**config.mk**
```make
export PLATFORM = sky130hd
export DESIGN_NAME = axi_byte_responder
export DESIGN_NICKNAME = d
export VERILOG_FILES = /design/src/rtl/axi_byte_pkg.sv /design/src/rtl/axi_byte_responder_ram.sv /design/src/rtl/axi_byte_responder.sv
export SDC_FILE = /design/constraint.sdc
export NUM_CORES = 2
export LEC_CHECK = 0
export CORE_UTILIZATION = 30
export CTS_CLUSTER_DIAMETER = 100
export DETAILED_ROUTE_END_ITERATION = 16
export PLACE_DENSITY = 0.4
export REMOVE_ABC_BUFFERS = 1
export SLEW_MARGIN = 0
export SYNTH_ARGS = -nofsm -noshare
export SYNTH_HDL_FRONTEND = slang
export SYNTH_SLANG_ARGS = --single-unit
```
**constraint.sdc**
```tcl
create_clock -name clk -period 12.95 [get_ports clk]
set_input_delay 3.2375 -clock clk [delete_from_list [all_inputs] [get_ports clk]]
set_output_delay 3.2375 -clock clk [all_outputs]
set_load 0.05 [all_outputs]
```
**src/rtl/axi_byte_pkg.sv**
```systemverilog
// Shared response codes, size encoding and read FSM states for the byte responder.
package axi_byte_pkg;

  localparam logic [1:0] RESP_OKAY   = 2'b00;
  localparam logic [1:0] RESP_SLVERR = 2'b10;
  localparam logic [1:0] RESP_DECERR = 2'b11;
  localparam logic [2:0] SIZE_BYTE   = 3'b000;

  typedef enum logic [1:0] {
    R_IDLE = 2'd0,
    R_WAIT = 2'd1,
    R_DATA = 2'd2
  } r_state_t;

  // A decode miss outranks a bad size.
  function automatic logic [1:0] beat_resp(input logic hit, input logic [2:0] size);
    if (!hit) return RESP_DECERR;
    if (size != SIZE_BYTE) return RESP_SLVERR;
    return RESP_OKAY;
  endfunction

endpackage

```
**src/rtl/axi_byte_responder_ram.sv**
```systemverilog
// Simple dual-port byte RAM: one synchronous write port, one registered read port.
module axi_byte_responder_ram #(
  parameter int unsigned DEPTH = 256,
  localparam int unsigned AW = $clog2(DEPTH)
) (
  input  logic          clk,
  input  logic          we,
  input  logic [AW-1:0] waddr,
  input  logic [7:0]    wdata,
  input  logic          re,
  input  logic [AW-1:0] raddr,
  output logic [7:0]    rdata
);

  logic [7:0] mem [DEPTH];

  always_ff @(posedge clk) begin
    if (we) mem[waddr] <= wdata;
  end

  // Read-before-write: a same-edge write is not visible to this read.
  always_ff @(posedge clk) begin
    if (re) rdata <= mem[raddr];
  end

endmodule

```
**src/rtl/axi_byte_responder.sv**
```systemverilog
// Byte-wide AXI4-Lite responder backed by an on-chip byte RAM with programmable read latency.
module axi_byte_responder
  import axi_byte_pkg::*;
#(
  parameter int unsigned DEPTH        = 256,
  parameter logic [31:0] BASE_ADDR    = 32'h0000_0000,
  parameter int unsigned READ_LATENCY = 1
) (
  input  logic        clk,
  input  logic        reset,
  input  logic [31:0] s_axi_araddr,
  input  logic [2:0]  s_axi_arsize,
  input  logic        s_axi_arvalid,
  output logic        s_axi_arready,
  output logic [7:0]  s_axi_rdata,
  output logic [1:0]  s_axi_rresp,
  output logic        s_axi_rvalid,
  input  logic        s_axi_rready,
  input  logic [31:0] s_axi_awaddr,
  input  logic [2:0]  s_axi_awsize,
  input  logic        s_axi_awvalid,
  output logic        s_axi_awready,
  input  logic [7:0]  s_axi_wdata,
  input  logic        s_axi_wstrb,
  input  logic        s_axi_wvalid,
  output logic        s_axi_wready,
  output logic [1:0]  s_axi_bresp,
  output logic        s_axi_bvalid,
  input  logic        s_axi_bready
);

  localparam int unsigned AW = $clog2(DEPTH);
  localparam int unsigned CW = 4;

  r_state_t      r_state;
  logic [CW-1:0] r_cnt;
  logic [AW-1:0] r_idx;
  logic [1:0]    ar_resp;
  logic          r_ok;
  logic [7:0]    ram_q;
  logic          rd_en;

  logic          aw_held;
  logic          w_held;
  logic [AW-1:0] aw_idx;
  logic [1:0]    aw_resp;
  logic [7:0]    w_data;
  logic          w_strb;
  logic          commit;
  logic          ram_we;

  logic ar_hit;
  logic aw_hit;

  // BASE_ADDR is DEPTH-aligned, so a hit is an upper-bit match.
  assign ar_hit = (s_axi_araddr[31:AW] == BASE_ADDR[31:AW]);
  assign aw_hit = (s_axi_awaddr[31:AW] == BASE_ADDR[31:AW]);

  assign rd_en       = (r_state == R_WAIT) && (r_cnt == '0);
  assign s_axi_rdata = r_ok ? ram_q : 8'h00;

  always_ff @(posedge clk) begin
    if (reset) begin
      r_state       <= R_IDLE;
      r_cnt         <= '0;
      r_idx         <= '0;
      ar_resp       <= RESP_OKAY;
      r_ok          <= 1'b0;
      s_axi_arready <= 1'b0;
      s_axi_rvalid  <= 1'b0;
      s_axi_rresp   <= RESP_OKAY;
    end else begin
      case (r_state)
        R_IDLE: begin
          s_axi_arready <= 1'b1;
          if (s_axi_arvalid && s_axi_arready) begin
            r_idx         <= s_axi_araddr[AW-1:0];
            ar_resp       <= beat_resp(ar_hit, s_axi_arsize);
            r_cnt         <= CW'(READ_LATENCY - 1);
            s_axi_arready <= 1'b0;
            r_state       <= R_WAIT;
          end
        end
        R_WAIT: begin
          if (r_cnt == '0) begin
            s_axi_rvalid <= 1'b1;
            s_axi_rresp  <= ar_resp;
            r_ok         <= (ar_resp == RESP_OKAY);
            r_state      <= R_DATA;
          end else begin
            r_cnt <= r_cnt - CW'(1);
          end
        end
        R_DATA: begin
          if (s_axi_rready) begin
            s_axi_rvalid  <= 1'b0;
            s_axi_arready <= 1'b1;
            r_state       <= R_IDLE;
          end
        end
        default: r_state <= R_IDLE;
      endcase
    end
  end

  // Commit fires exactly once: the edge after both beats are held.
  assign commit = aw_held && w_held && !s_axi_bvalid;
  assign ram_we = !reset && commit && w_strb && (aw_resp == RESP_OKAY);

  always_ff @(posedge clk) begin
    if (reset) begin
      aw_held       <= 1'b0;
      w_held        <= 1'b0;
      aw_idx        <= '0;
      aw_resp       <= RESP_OKAY;
      w_data        <= 8'h00;
      w_strb        <= 1'b0;
      s_axi_awready <= 1'b0;
      s_axi_wready  <= 1'b0;
      s_axi_bvalid  <= 1'b0;
      s_axi_bresp   <= RESP_OKAY;
    end else if (s_axi_bvalid && s_axi_bready) begin
      aw_held       <= 1'b0;
      w_held        <= 1'b0;
      s_axi_awready <= 1'b1;
      s_axi_wready  <= 1'b1;
      s_axi_bvalid  <= 1'b0;
    end else begin
      if (!aw_held) begin
        if (s_axi_awvalid && s_axi_awready) begin
          aw_idx        <= s_axi_awaddr[AW-1:0];
          aw_resp       <= beat_resp(aw_hit, s_axi_awsize);
          aw_held       <= 1'b1;
          s_axi_awready <= 1'b0;
        end else begin
          s_axi_awready <= 1'b1;
        end
      end
      if (!w_held) begin
        if (s_axi_wvalid && s_axi_wready) begin
          w_data       <= s_axi_wdata;
          w_strb       <= s_axi_wstrb;
          w_held       <= 1'b1;
          s_axi_wready <= 1'b0;
        end else begin
          s_axi_wready <= 1'b1;
        end
      end
      if (commit) begin
        s_axi_bvalid <= 1'b1;
        s_axi_bresp  <= aw_resp;
      end
    end
  end

  axi_byte_responder_ram #(
    .DEPTH (DEPTH)
  ) u_ram (
    .clk   (clk),
    .we    (ram_we),
    .waddr (aw_idx),
    .wdata (w_data),
    .re    (rd_en),
    .raddr (r_idx),
    .rdata (ram_q)
  );

endmodule
```
==> results.ini <==
[run_status]
outcome = completed

[sta]
slew_headroom = 0.137
fin_crit_ns = 6.77
finalSetupViolCount = 0
slew_viol_final = 0
tns_ns = 0
setup_ws_ns = 6.18
final_hold_viol_count = 0
tightest_slew_ns = 1.28
timing.clock.skew_ns = 0.0223
rsz0062_at_grt = false
max_freq_mhz = 148
period_share = 0.523

[yosys]
syn_inst = 3994
ys_types = 60
syn_area_um2 = 81600
ys_seq_area_frac = 0.768
synth_area_per_cell_um2 = 20.4
synth_top_area_share = 0.756
synth.most_common_cell = edfxtp_1
ys_ff_latch = 2103
synth_edf_count = 2056
synthArstFlopShare = 0
yosys-top-cells-count = edfxtp_1 (2056), mux4_2 (435), nor2_1 (331)
yosys_warnings = 0
synth_largest_area_cell = edfxtp_1
synthTopCellsByArea = edfxtp_1 (76%), mux4_2 (12%), mux2i_1 (1.9%), nor2_1 (1.5%), a22oi_1 (1.4%)
synthFlopType = edfxtp_1

[route]
drtIter0Drc = 3680
avgViaCountPerCell = 5.06
vias = 40100
routed_wl_um = 246000
dr.pass1.iters = 6
post_drt_wl_per_cell_um = 31.0
postRouteAntennaNets = 0
drcViolationCount = 0

[cts]
cts_setup_buffers = 0
clk_latency_ns = 0.86
cts.path.max_buffers = 3
holdBufCountCts = 0
ctsResizeCount = 0
ctsRootBufferMaster = clkbuf_16
cts_tree = done
cts_buffers = 220
clkSlewWorstSetupHoldPaths_ns = 0.06
clock-sinks = 2103
cts_htree_levels = 4

[critical_path]
slowest_stage = nand3_2
reg2reg_to = u_ram.rdata[2]
crit_fanout = 48
cp.arrival_ns = 7.24
cp-start-kind = input pin
r2r_cells = 9
cp_slowest_stage_delay_ns = 1.00
crit_chain = buf_2 -> buf_4 -> nor4_1 -> nor3b_1 -> nand3_2 -> nor2_1
critical_path_required_ns = 13.42
crit_type = in -> reg
r2r_start = r_idx[1]
cp-startpoint = reset
r2r_slack_ns = 7.55
worstSetupEndpointType = flip-flop
crit_end = u_ram.mem[140][0]

[floorplanning]
start_util = 0.302
die-area_um2 = 274000
pin_count = 103
die_w_um = 524
num_rows = 191
coreArea_um2 = 271000
die_y_um = 524

[layout]
fin_util = 0.346
syn2layout_area_growth_pct = 14.8
multi_input_area_um2 = 17500
drive_above_1_share = 0.211
fin_nets = 4267
finalInstanceArea_um2 = 93700
filler_cell_count = 25200
ff_latch_area_um2 = 62700

[placement]
pre_cts_ws_ns = 5.27
dpl-instance-area_um2 = 86600
hpwl_um = 147000
numPortBuffers = 102
globalplace.congestion = 0.776

[power_and_ir_drop]
peakVddDrop_v = 0.000150
leakage_nw = 26.0
p_int_mw = 11.3
p_sw_mw = 3.18
cellPowerDensity_nw_per_um2 = 155
seqPwrFrac = 0.518
switching_share = 0.220
clkPwrFrac = 0.435
combPwrFrac = 0.047
p_total_mw = 14.5

[global_routing]
grt_pass1_wl_um = 343000
overflow = 0
grt_max_degree = 141
grt_pass1_vias = 41700
track_usage = 0.179
antenna_found_initial = 11

[job]
cap_violations = 0

[min_path]
hold_path_class = reg -> reg

## logic make-up (layout without fill, tap and decap cells)
family | count (synthesis) | after routing | share of synthesized area
DFF | 2103 | 2103 | 0.768
muxes | 608 | 608 | 0.141
and+or+nand+nor | 580 | 580 | 0.0309
AOI/OAI and AO/OA | 458 | 458 | 0.0398
buffers and inverters | 241 | 611 | 0.0195
adders and majority gates | 2 | 2 | 0.000306
xor gates and xnor gates | 2 | 2 | 0.000215
other | 0 | 4 | 0
## critical path: cells and delay by family
family / cells / cell delay, ns
simple gates: 4 / 3.58
buf+inv: 2 / 0.37
## worst min path at each step
stage	from	endpoint	slack, ns	depth (start not counted)
floorplan	ar_resp[0]	s_axi_rresp[0]	0.44	2
global placement	s_axi_rresp[0]	s_axi_rresp[0]	0.45	2
detailed placement	s_axi_rvalid	s_axi_rvalid	0.45	2
CTS	s_axi_rvalid	s_axi_rvalid	0.46	2
global route	s_axi_rvalid	s_axi_rvalid	0.48	2
finish	s_axi_rvalid	s_axi_rvalid	0.46	2
## placed cells by master, fill, tap and decap left out, types with 84 or more instances in the layout
master	instances
edfxtp_1	2056
mux4_2	435
nor2_1	328
clkbuf_16	222
mux2i_1	154
a22oi_1	149
a21oi_1	102
clkdlybuf4s50_1	101
nand2_1	94
buf_4	84
## sequential cells by signal, indices dropped and copies added (netlist names), 2 cells and up
signal	flops
u_ram.rdata	8
u_ram.mem	2048
r_cnt	4
aw_idx	8
r_idx	8
s_axi_bresp	2
r_state	2
s_axi_rresp	2
aw_resp	2
ar_resp	2
w_data	8
## area by class of cell
| class | count | share of cell area |
|---|---|---|
| diodes | 4 | 0.000107 |
| clock buffers | 267 | 0.0611 |
| multi-input cells | 1650 | 0.187 |
| clock inverters | 140 | 0.0148 |
| well taps | 3570 | 0.0477 |
| flip-flops and latches | 2103 | 0.669 |
| inverters | 7 | 0.000280 |
| repair buffers | 197 | 0.0199 |
## per-layer routing
metal / share of wire / vias to the layer above / GRT usage
met2: 0.49 / 1151 / 0.294
li1: - / 17000 / -
met4: 0.021 / 0 / 0.0415
met5: 0 / - / 0
met3: 0.051 / 290 / 0.0256
met1: 0.44 / 21700 / 0.251
## through the flow
step	hold WS (ns)	instances
floorplan	0.439	3760
global placement	0.445	7527
detailed placement	0.451	7527
CTS	0.461	7934
global route	0.476	7936
finish	0.460	7938
## power by group through the flow
stage / clock network, mW / logic [mW] / registers (mW)
floorplan: 0 / 0.495 / 7.75
global placement: 0 / 0.695 / 7.66
detailed placement: 0 / 0.692 / 7.66
CTS: 6.47 / 0.693 / 7.51
global route: 6.72 / 0.715 / 7.51
finish: 6.31 / 0.675 / 7.51
Power figures use the tool's default switching activity.
